<file path="src/rtl/buzzer_pkg.sv">
// buzzer_pkg: shared encodings and pattern constants for the buzzer scheduler.
// TICK_HALF exists only when BUZZER_TICK_EN is defined.
package buzzer_pkg;

  typedef enum logic [2:0] {
    SRC_NONE  = 3'd0,
    SRC_ALARM = 3'd1,
    SRC_CHIME = 3'd2,
    SRC_KEY   = 3'd3,
    SRC_TICK  = 3'd4
  } src_e;

  typedef enum logic [1:0] {
    ST_IDLE = 2'd0,
    ST_ON   = 2'd1,
    ST_OFF  = 2'd2
  } state_e;

  localparam logic [17:0] ALARM_HALF = 18'd12000;
  localparam logic [17:0] CHIME_HALF = 18'd45801;
  localparam logic [17:0] KEY_HALF   = 18'd22900;
`ifdef BUZZER_TICK_EN
  localparam logic [17:0] TICK_HALF  = 18'd91603;
`endif

  localparam logic [1:0] ALARM_ON_SLOTS  = 2'd2;
  localparam logic [1:0] ALARM_OFF_SLOTS = 2'd2;
  localparam logic [1:0] CHIME_ON        = 2'd1;
  localparam logic [1:0] CHIME_OFF       = 2'd2;
  localparam logic [3:0] MAX_CHIME       = 4'd12;

  // An hour of 0 or beyond 12 still chimes twelve times.
  function automatic logic [3:0] norm_hour(input logic [3:0] h);
    return ((h == 4'd0) || (h > MAX_CHIME)) ? MAX_CHIME : h;
  endfunction

  // Tone half-period for a sounding source; NONE (and TICK when disabled) is silent.
  function automatic logic [17:0] half_of(input src_e s);
    logic [17:0] h;
    case (s)
      SRC_ALARM: h = ALARM_HALF;
      SRC_CHIME: h = CHIME_HALF;
      SRC_KEY:   h = KEY_HALF;
`ifdef BUZZER_TICK_EN
      SRC_TICK:  h = TICK_HALF;
`endif
      default:   h = 18'd0;
    endcase
    return h;
  endfunction

endpackage

</file>
<file path="src/rtl/buzzer_sched_if.sv">
// buzzer_sched_if: request inputs and sound outputs of the buzzer scheduler.
// Requests are level (req_alarm) or single-cycle pulses sampled on every rising
// CLK edge; there is no back-pressure, a pulse that cannot start is latched or dropped.
interface buzzer_sched_if;
  import buzzer_pkg::*;

  logic        req_alarm;
  logic        alarm_stop;
  logic        req_chime;
  logic [3:0]  chime_hour;
  logic        req_key;
  logic        req_tick;
  logic [17:0] tone_half;
  logic [2:0]  active_src;
  logic        busy;
  logic        BUZZER;
  state_e      state_dbg;

  modport master (
    output req_alarm, alarm_stop, req_chime, chime_hour, req_key, req_tick,
    input  tone_half, active_src, busy, BUZZER, state_dbg
  );

  modport slave (
    input  req_alarm, alarm_stop, req_chime, chime_hour, req_key, req_tick,
    output tone_half, active_src, busy, BUZZER, state_dbg
  );
endinterface

</file>
<file path="src/rtl/buzzer_tone_gen.sv">
// buzzer_tone_gen: square wave whose half-period is tone_half cycles.
// A zero half-period silences the output; any change restarts the count.
module buzzer_tone_gen (
  input  logic        CLK,
  input  logic        nRST,
  input  logic [17:0] tone_half,
  output logic        BUZZER
);

  logic [17:0] cnt_q, cnt_d;
  logic [17:0] half_q, half_d;
  logic        buz_q, buz_d;
  logic [17:0] cnt_eff;

  // Counter state; the cycle in which tone_half changes counts as count 0.
  always_ff @(posedge CLK or negedge nRST) begin
    if (!nRST) begin
      cnt_q  <= '0;
      half_q <= '0;
      buz_q  <= 1'b0;
    end else begin
      cnt_q  <= cnt_d;
      half_q <= half_d;
      buz_q  <= buz_d;
    end
  end

  // Count to tone_half-1, toggle and wrap; silence forces everything low.
  always_comb begin
    cnt_eff = (tone_half == half_q) ? cnt_q : 18'd0;
    half_d  = tone_half;
    cnt_d   = cnt_eff + 18'd1;
    buz_d   = buz_q;
    if (tone_half == 18'd0) begin
      cnt_d = '0;
      buz_d = 1'b0;
    end else if (cnt_eff == tone_half - 18'd1) begin
      cnt_d = '0;
      buz_d = ~buz_q;
    end
  end

  assign BUZZER = buz_q;

endmodule

</file>
<file path="src/rtl/buzzer_sched.sv">
// buzzer_sched: arbitrates alarm/chime/key/tick and sequences their beep patterns.
// Optional feature: define BUZZER_TICK_EN to honour req_tick; otherwise it is ignored.
module buzzer_sched
  import buzzer_pkg::*;
#(
  parameter int SLOT_CYC = 2400000
) (
  input  logic CLK,
  input  logic nRST,
  buzzer_sched_if.slave bus
);

  localparam int SLOT_W = (SLOT_CYC > 1) ? $clog2(SLOT_CYC) : 1;

  state_e            state_q, state_d;
  src_e              src_q, src_d;
  logic [SLOT_W-1:0] slot_cnt_q, slot_cnt_d;
  logic [1:0]        phase_q, phase_d;
  logic [3:0]        beeps_q, beeps_d;
  logic              chime_pend_q, chime_pend_d;
  logic [3:0]        chime_hour_q, chime_hour_d;
  logic              key_pend_q, key_pend_d;
  logic              stopped_q, stopped_d;

  logic       alarm_go, tick_go, slot_tc, end_alarm, go_idle;
  logic       chime_take, key_take;
  logic [3:0] hour_in;

`ifdef BUZZER_TICK_EN
  assign tick_go = bus.req_tick;
`else
  logic unused_tick;
  assign unused_tick = bus.req_tick;
  assign tick_go     = 1'b0;
`endif

  // State register: sequencing, pending latches and the alarm-stop flag.
  always_ff @(posedge CLK or negedge nRST) begin
    if (!nRST) begin
      state_q      <= ST_IDLE;
      src_q        <= SRC_NONE;
      slot_cnt_q   <= '0;
      phase_q      <= '0;
      beeps_q      <= '0;
      chime_pend_q <= 1'b0;
      chime_hour_q <= '0;
      key_pend_q   <= 1'b0;
      stopped_q    <= 1'b0;
    end else begin
      state_q      <= state_d;
      src_q        <= src_d;
      slot_cnt_q   <= slot_cnt_d;
      phase_q      <= phase_d;
      beeps_q      <= beeps_d;
      chime_pend_q <= chime_pend_d;
      chime_hour_q <= chime_hour_d;
      key_pend_q   <= key_pend_d;
      stopped_q    <= stopped_d;
    end
  end

  // Next state: alarm preemption, start from IDLE, phase stepping at slot ends.
  always_comb begin
    alarm_go     = bus.req_alarm & ~stopped_q & ~bus.alarm_stop;
    slot_tc      = (slot_cnt_q == SLOT_W'(SLOT_CYC - 1));
    end_alarm    = stopped_q | bus.alarm_stop | ~bus.req_alarm;
    hour_in      = norm_hour(bus.chime_hour);
    state_d      = state_q;
    src_d        = src_q;
    slot_cnt_d   = slot_cnt_q;
    phase_d      = phase_q;
    beeps_d      = beeps_q;
    chime_pend_d = chime_pend_q;
    chime_hour_d = chime_hour_q;
    key_pend_d   = key_pend_q;
    stopped_d    = (stopped_q | bus.alarm_stop) & bus.req_alarm;
    chime_take   = 1'b0;
    key_take     = 1'b0;
    go_idle      = 1'b0;

    if (alarm_go && (src_q != SRC_ALARM)) begin
      // Any running sequence is abandoned; pending bits are untouched.
      state_d    = ST_ON;
      src_d      = SRC_ALARM;
      slot_cnt_d = '0;
      phase_d    = ALARM_ON_SLOTS;
      beeps_d    = '0;
    end else if (state_q == ST_IDLE) begin
      slot_cnt_d = '0;
      if (bus.req_chime || chime_pend_q) begin
        chime_take   = bus.req_chime;
        chime_pend_d = 1'b0;
        state_d      = ST_ON;
        src_d        = SRC_CHIME;
        phase_d      = CHIME_ON;
        beeps_d      = bus.req_chime ? hour_in : chime_hour_q;
      end else if (bus.req_key || key_pend_q) begin
        key_take   = bus.req_key;
        key_pend_d = 1'b0;
        state_d    = ST_ON;
        src_d      = SRC_KEY;
        phase_d    = 2'd1;
      end else if (tick_go) begin
        state_d = ST_ON;
        src_d   = SRC_TICK;
        phase_d = 2'd1;
      end
    end else begin
      slot_cnt_d = slot_tc ? '0 : slot_cnt_q + SLOT_W'(1);
      if (slot_tc) begin
        case (src_q)
          SRC_ALARM: begin
            if (end_alarm) begin
              go_idle = 1'b1;
            end else if (phase_q != 2'd1) begin
              phase_d = phase_q - 2'd1;
            end else if (state_q == ST_ON) begin
              state_d = ST_OFF;
              phase_d = ALARM_OFF_SLOTS;
            end else begin
              state_d = ST_ON;
              phase_d = ALARM_ON_SLOTS;
            end
          end
          SRC_CHIME: begin
            if (phase_q != 2'd1) begin
              phase_d = phase_q - 2'd1;
            end else if (state_q == ST_ON) begin
              state_d = ST_OFF;
              phase_d = CHIME_OFF;
            end else if (beeps_q <= 4'd1) begin
              go_idle = 1'b1;
            end else begin
              beeps_d = beeps_q - 4'd1;
              state_d = ST_ON;
              phase_d = CHIME_ON;
            end
          end
          default: go_idle = 1'b1;
        endcase
      end
      if (go_idle) begin
        state_d = ST_IDLE;
        src_d   = SRC_NONE;
        phase_d = '0;
        beeps_d = '0;
      end
    end

    // A request pulse that did not start this cycle waits; a newer chime hour wins.
    if (bus.req_chime && !chime_take) begin
      chime_pend_d = 1'b1;
      chime_hour_d = hour_in;
    end
    if (bus.req_key && !key_take) begin
      key_pend_d = 1'b1;
    end
  end

  // Outputs: tone only while ON; source visible through ON and OFF.
  always_comb begin
    bus.tone_half  = (state_q == ST_ON) ? half_of(src_q) : 18'd0;
    bus.active_src = src_q;
    bus.busy       = (src_q != SRC_NONE);
    bus.state_dbg  = state_q;
  end

  buzzer_tone_gen u_tone (
    .CLK       (CLK),
    .nRST      (nRST),
    .tone_half (bus.tone_half),
    .BUZZER    (bus.BUZZER)
  );

endmodule
</file>
<file path="src/flat_wrapper.sv">
// flat-port wrapper written by rule: the top's interface ports become plain ports
module buzzer_sched_flat import buzzer_pkg::*;
#(
  parameter int SLOT_CYC = 2400000
)
  (CLK, nRST, bus_req_alarm, bus_alarm_stop, bus_req_chime, bus_chime_hour, bus_req_key, bus_req_tick, bus_tone_half, bus_active_src, bus_busy, bus_BUZZER, bus_state_dbg);
  buzzer_sched_if bus_i ();
  input  logic CLK;
  input  logic nRST;
  input wire logic [$bits(bus_i.req_alarm)-1:0] bus_req_alarm;
  input wire logic [$bits(bus_i.alarm_stop)-1:0] bus_alarm_stop;
  input wire logic [$bits(bus_i.req_chime)-1:0] bus_req_chime;
  input wire logic [$bits(bus_i.chime_hour)-1:0] bus_chime_hour;
  input wire logic [$bits(bus_i.req_key)-1:0] bus_req_key;
  input wire logic [$bits(bus_i.req_tick)-1:0] bus_req_tick;
  output wire logic [$bits(bus_i.tone_half)-1:0] bus_tone_half;
  output wire logic [$bits(bus_i.active_src)-1:0] bus_active_src;
  output wire logic [$bits(bus_i.busy)-1:0] bus_busy;
  output wire logic [$bits(bus_i.BUZZER)-1:0] bus_BUZZER;
  output wire logic [$bits(bus_i.state_dbg)-1:0] bus_state_dbg;
  assign bus_i.req_alarm = bus_req_alarm;
  assign bus_i.alarm_stop = bus_alarm_stop;
  assign bus_i.req_chime = bus_req_chime;
  assign bus_i.chime_hour = bus_chime_hour;
  assign bus_i.req_key = bus_req_key;
  assign bus_i.req_tick = bus_req_tick;
  assign bus_tone_half = bus_i.tone_half;
  assign bus_active_src = bus_i.active_src;
  assign bus_busy = bus_i.busy;
  assign bus_BUZZER = bus_i.BUZZER;
  assign bus_state_dbg = bus_i.state_dbg;
  buzzer_sched #(.SLOT_CYC(SLOT_CYC)) u_core (.CLK(CLK), .nRST(nRST), .bus(bus_i));
endmodule
</file>
<file path="config.mk">
export PLATFORM = sky130hd
export DESIGN_NAME = buzzer_sched_flat
export DESIGN_NICKNAME = d
export VERILOG_FILES = /design/src/rtl/buzzer_pkg.sv /design/src/rtl/buzzer_sched_if.sv /design/src/rtl/buzzer_tone_gen.sv /design/src/rtl/buzzer_sched.sv /design/src/flat_wrapper.sv
export SDC_FILE = /design/constraint.sdc
export NUM_CORES = 1
export LEC_CHECK = 0
export CAP_MARGIN = 10
export CORE_MARGIN = 4
export CORE_UTILIZATION = 55
export CTS_CLUSTER_DIAMETER = 40
export CTS_CLUSTER_SIZE = 30
export DETAILED_ROUTE_END_ITERATION = 7
export PLACE_DENSITY_LB_ADDON = 0.05
export SKIP_CTS_REPAIR_TIMING = 1
export SYNTH_ARGS = -nofsm -noshare
export SYNTH_HDL_FRONTEND = slang
export SYNTH_SLANG_ARGS = --single-unit
</file>
<file path="constraint.sdc">
create_clock -name CLK -period 4.21 [get_ports CLK]
set_input_delay 1.0525 -clock CLK [delete_from_list [all_inputs] [get_ports CLK]]
set_output_delay 1.0525 -clock CLK [all_outputs]
set_load 0.05 [all_outputs]
</file>
==> summary.md <==
| Metric | Value |
|---|---|
| Min-delay src | `u_core.chime_hour_q[2]$_DFFE_PN0P_` |
| I/O pin count | `36` |
| Post-route cell area | `4920 um2` |
| Min Hold Slack | `0.475 ns` |
| Initial DRC Count | `258` |
| Slew headroom | `36.3%` |
| Cell Pwr Density | `758 nW/um2` |
| Residual DRC | `0` |
| Placed cell areas | `4690 um2` |
| Pin count of the biggest net entering global routing | `43` |
| Drt via density | `5.89` |
| Fillers | `679` |
| I/O Buffers | `30` |
| WP data required | `3.16 ns` |
| Drt wl/cell | `15.8 um` |
| Cell count after synthesis | `501` |
| Cell variety after synth | `70` |
| Status | `finished, final reports clean` |
| Syn Area/Cell | `8.72 um2` |
| Clock sink count | `65` |
| DPL Wire Length | `7.15 mm` |
| Clk Latency, worst-skew pair | `0.35 ns` |
| Root Driver | `clkbuf_8` |
| Pint | `1.86 mW` |
| Synth warnings | `0` |
| Number of synthesized flops with an enable pin | `0` |
| Hold Fails Final Rpt | `0` |
| Largest stage delay, worst path | `0.87 ns` |
| Kind of end point of the critical path | `output pin` |
| Reg2reg end | `u_core.u_tone.cnt_q[17]$_DFF_PN0_` |
| Core ar. | `7730 um2` |
| Clock transition at path regs | `0.08 ns` |
| Area grow syn2layout | `12.7%` |
| Fmax | `260 MHz` |
| Arrival time of the worst setup path | `2.80 ns` |
| Logic gate share of total power | `60.2%` |
| Crit Reg-Reg Startpoint | `u_core.bus.active_src[0]$_DFFE_PN0P_` |
| Crit-path slowest cell | `clkdlybuf4s50_1` |
| CTS Buf Count | `9` |
| CP top delay family | `buffers and inverters` |
| Period utilization | `91.5%` |
| Post-synthesis sequential area ratio | `37.2%` |
| Share of power burned in registers | `23.4%` |
| Ys flop type | `dfrtp_1` |
| Antenna diode count | `0` |
| Post-synthesis register bit count | `65` |
| Hold/Removal Path Class | `reg -> reg` |
| WP buf/inv | `3` |
| Max Cap Viol | `0` |
| Die width | `97.1 um` |
| Setup CP Type | `reg -> out` |
| Fin crit period | `3.85 ns` |
| Total Wirelength | `9.95 mm` |
| Asr flop ratio synth | `100%` |
| End of the worst hold path | `u_core.chime_hour_q[2]$_DFFE_PN0P_` |
| Die H | `97.1 um` |
| Switching pwr | `1.87 mW` |
| Final setup fails | `0` |
| CP max FO | `7` |
| Vias in the first global route | `3518` |
| TritonRoute pass-1 iters | `5` |
| GP Congestion | `0.909` |
| Fin Setup TNS | `0 ns` |
| RSZ-0062 raised after global routing | `false` |
| Placement row count | `32` |
| R2R setup slack | `0.55 ns` |
| Slew Viols, Final | `0` |
| Depth of the most critical reg-to-reg path | `13` |
| Die area | `9430 um2` |
| Congestion Overflow GR | `0` |
| Crit-path most repeated cell | `inv_1` |
| Maximum root-to-sink buffer count | `2` |
| Startpoint Class | `flip-flop` |
| Synthesized cell area | `4370 um2` |
| Overall Global Routing Usage | `21.7%` |
| Initial Utilization | `56.5%` |
| Vias | `3707` |
| Switch share | `50.0%` |
| Clk_skew | `0.0113 ns` |
| WHS Path Cells | `2` |
| Clk network pwr share | `16.4%` |
| Global-route wire length before repair | `17.0 mm` |
| Slew @ Worst Pin | `0.955 ns` |
| CTS tree | `yes` |
| Final core occ | `63.7%` |
| Final nets | `551` |
| Leakage power | `2.08 nW` |
| Worst VDD drop | `0.000354 V` |
| Maximum level of the CTS H-tree | `3` |
| Share of layout cells above drive strength 1 | `8.54%` |
| Detail Route Antenna Nets | `0` |
| Initial antenna violation count | `0` |
| Cells along the critical path | `inv_1 -> ha_1 -> nand3b_1 -> inv_1 -> clkdlybuf4s50_1` |
## logic make-up (layout without fill, tap and decap cells)
group | after synthesis | count (layout) | synth area share [%]
other | 1 | 4 | 0.0859
AND/OR/NAND/NOR | 212 | 212 | 26.0
AO/OA/AOI/OAI | 95 | 95 | 14.5
buffers and inverters | 60 | 83 | 6.68
adder cells (fa/ha/maj) | 18 | 18 | 5.16
multiplexers | 6 | 6 | 1.49
flip-flops | 65 | 65 | 37.2
XOR/XNOR | 44 | 44 | 8.83
## worst min-delay path: stages, from the launching register on
cell,delay [ns]
dfrtp_1,0.34
nand2_1,0.05
o21ai_0,0.06
## per-stage QoR
stage	setup WS (ns)	cells	power, mW
3_5_place_dp	0.587	613	3.10
3_3_place_gp	0.612	613	3.07
6_report	0.359	629	3.73
5_1_grt	0.212	629	4.00
2_1_floorplan	0.218	504	2.56
4_1_cts	0.357	629	3.73
## per-layer routing
metal | track usage, % | share of wire, %
met4 | 6.80 | 1.2
met2 | 32.1 | 43
met1 | 32.4 | 51
met3 | 3.95 | 4.9
met5 | 0 | 0
## Yosys cell counts (15+ instances only)
| cell | count | area [um2] |
|---|---|---|
| nand3_1 | 22 | 110 |
| nand2_1 | 35 | 131 |
| o21ai_0 | 30 | 150 |
| dfrtp_1 | 65 | 1630 |
| xor2_1 | 23 | 201 |
| xnor2_1 | 21 | 184 |
| nand4_1 | 15 | 93.8 |
| ha_1 | 18 | 225 |
| a21oi_1 | 19 | 95.1 |
| clkbuf_1 | 15 | 56.3 |
| nor2_1 | 55 | 206 |
| inv_1 | 25 | 93.8 |
## sequential cells by signal, indices dropped and copies added, names as in the netlist
name,count
u_core.bus.state_dbg,2
u_core.phase_q,2
u_core.chime_pend_q,1
u_core.beeps_q,4
u_core.key_pend_q,1
u_core.u_tone.half_q,7
u_core.bus.active_src,2
u_core.chime_hour_q,4
u_core.stopped_q,1
u_core.u_tone.BUZZER,1
u_core.slot_cnt_q,22
u_core.u_tone.cnt_q,18
## layout make-up
cell class | count | area [um2] | area share [%]
clock buffer | 9 | 124 | 2.52
inverter | 25 | 93.8 | 1.91
multi-input combinational | 379 | 2460 | 50.0
sequential | 65 | 1630 | 33.1
clock inverter | 7 | 103 | 2.09
tap | 102 | 128 | 2.59
timing repair buffer | 42 | 385 | 7.83
## layout by cell type, fill, tap and decap left out, drive strengths merged, types with 3 or more instances in the layout
master         count
a21o               3
a21oi             19
a31oi              6
a32oi              3
a41oi              3
and2               7
and3              11
and4               3
buf               13
clkbuf             9
clkdlybuf4s50     29
clkinv             3
conb               4
dfrtp             65
ha                18
inv               27
mux2               4
nand2             35
nand2b             5
nand3             22
nand3b             3
nand4             15
nor2              56
nor2b              6
nor3              14
nor3b              3
nor4              15
nor4b              3
o2111ai            3
o21ai             30
o22ai              4
or2                3
or3                5
xnor2             21
xor2              23
## power groups by stage
stage | Clock [mW] | Combinational, mW | Sequential, mW
after floorplan | 0 | 1.67 | 0.893
after global placement | 0 | 2.19 | 0.881
after detailed placement | 0 | 2.22 | 0.884
after CTS | 0.629 | 2.23 | 0.872
after global routing | 0.657 | 2.45 | 0.893
final | 0.612 | 2.24 | 0.873
## how the worst max path moves through the flow
stage	startpoint	cells past startpoint	end
final	u_core.bus.active_src[0]$_DFFE_PN0P_	5	bus_tone_half[13]
after global routing	u_core.bus.active_src[0]$_DFFE_PN0P_	5	bus_tone_half[13]
after CTS	u_core.bus.active_src[0]$_DFFE_PN0P_	5	bus_tone_half[9]
after detailed placement	u_core.bus.active_src[0]$_DFFE_PN0P_	13	u_core.u_tone.cnt_q[16]$_DFF_PN0_
after global placement	u_core.bus.active_src[0]$_DFFE_PN0P_	13	u_core.u_tone.cnt_q[16]$_DFF_PN0_
after floorplan	u_core.bus.active_src[0]$_DFFE_PN0P_	17	u_core.u_tone.cnt_q[14]$_DFF_PN0_
Power figures use the tool's default switching activity.
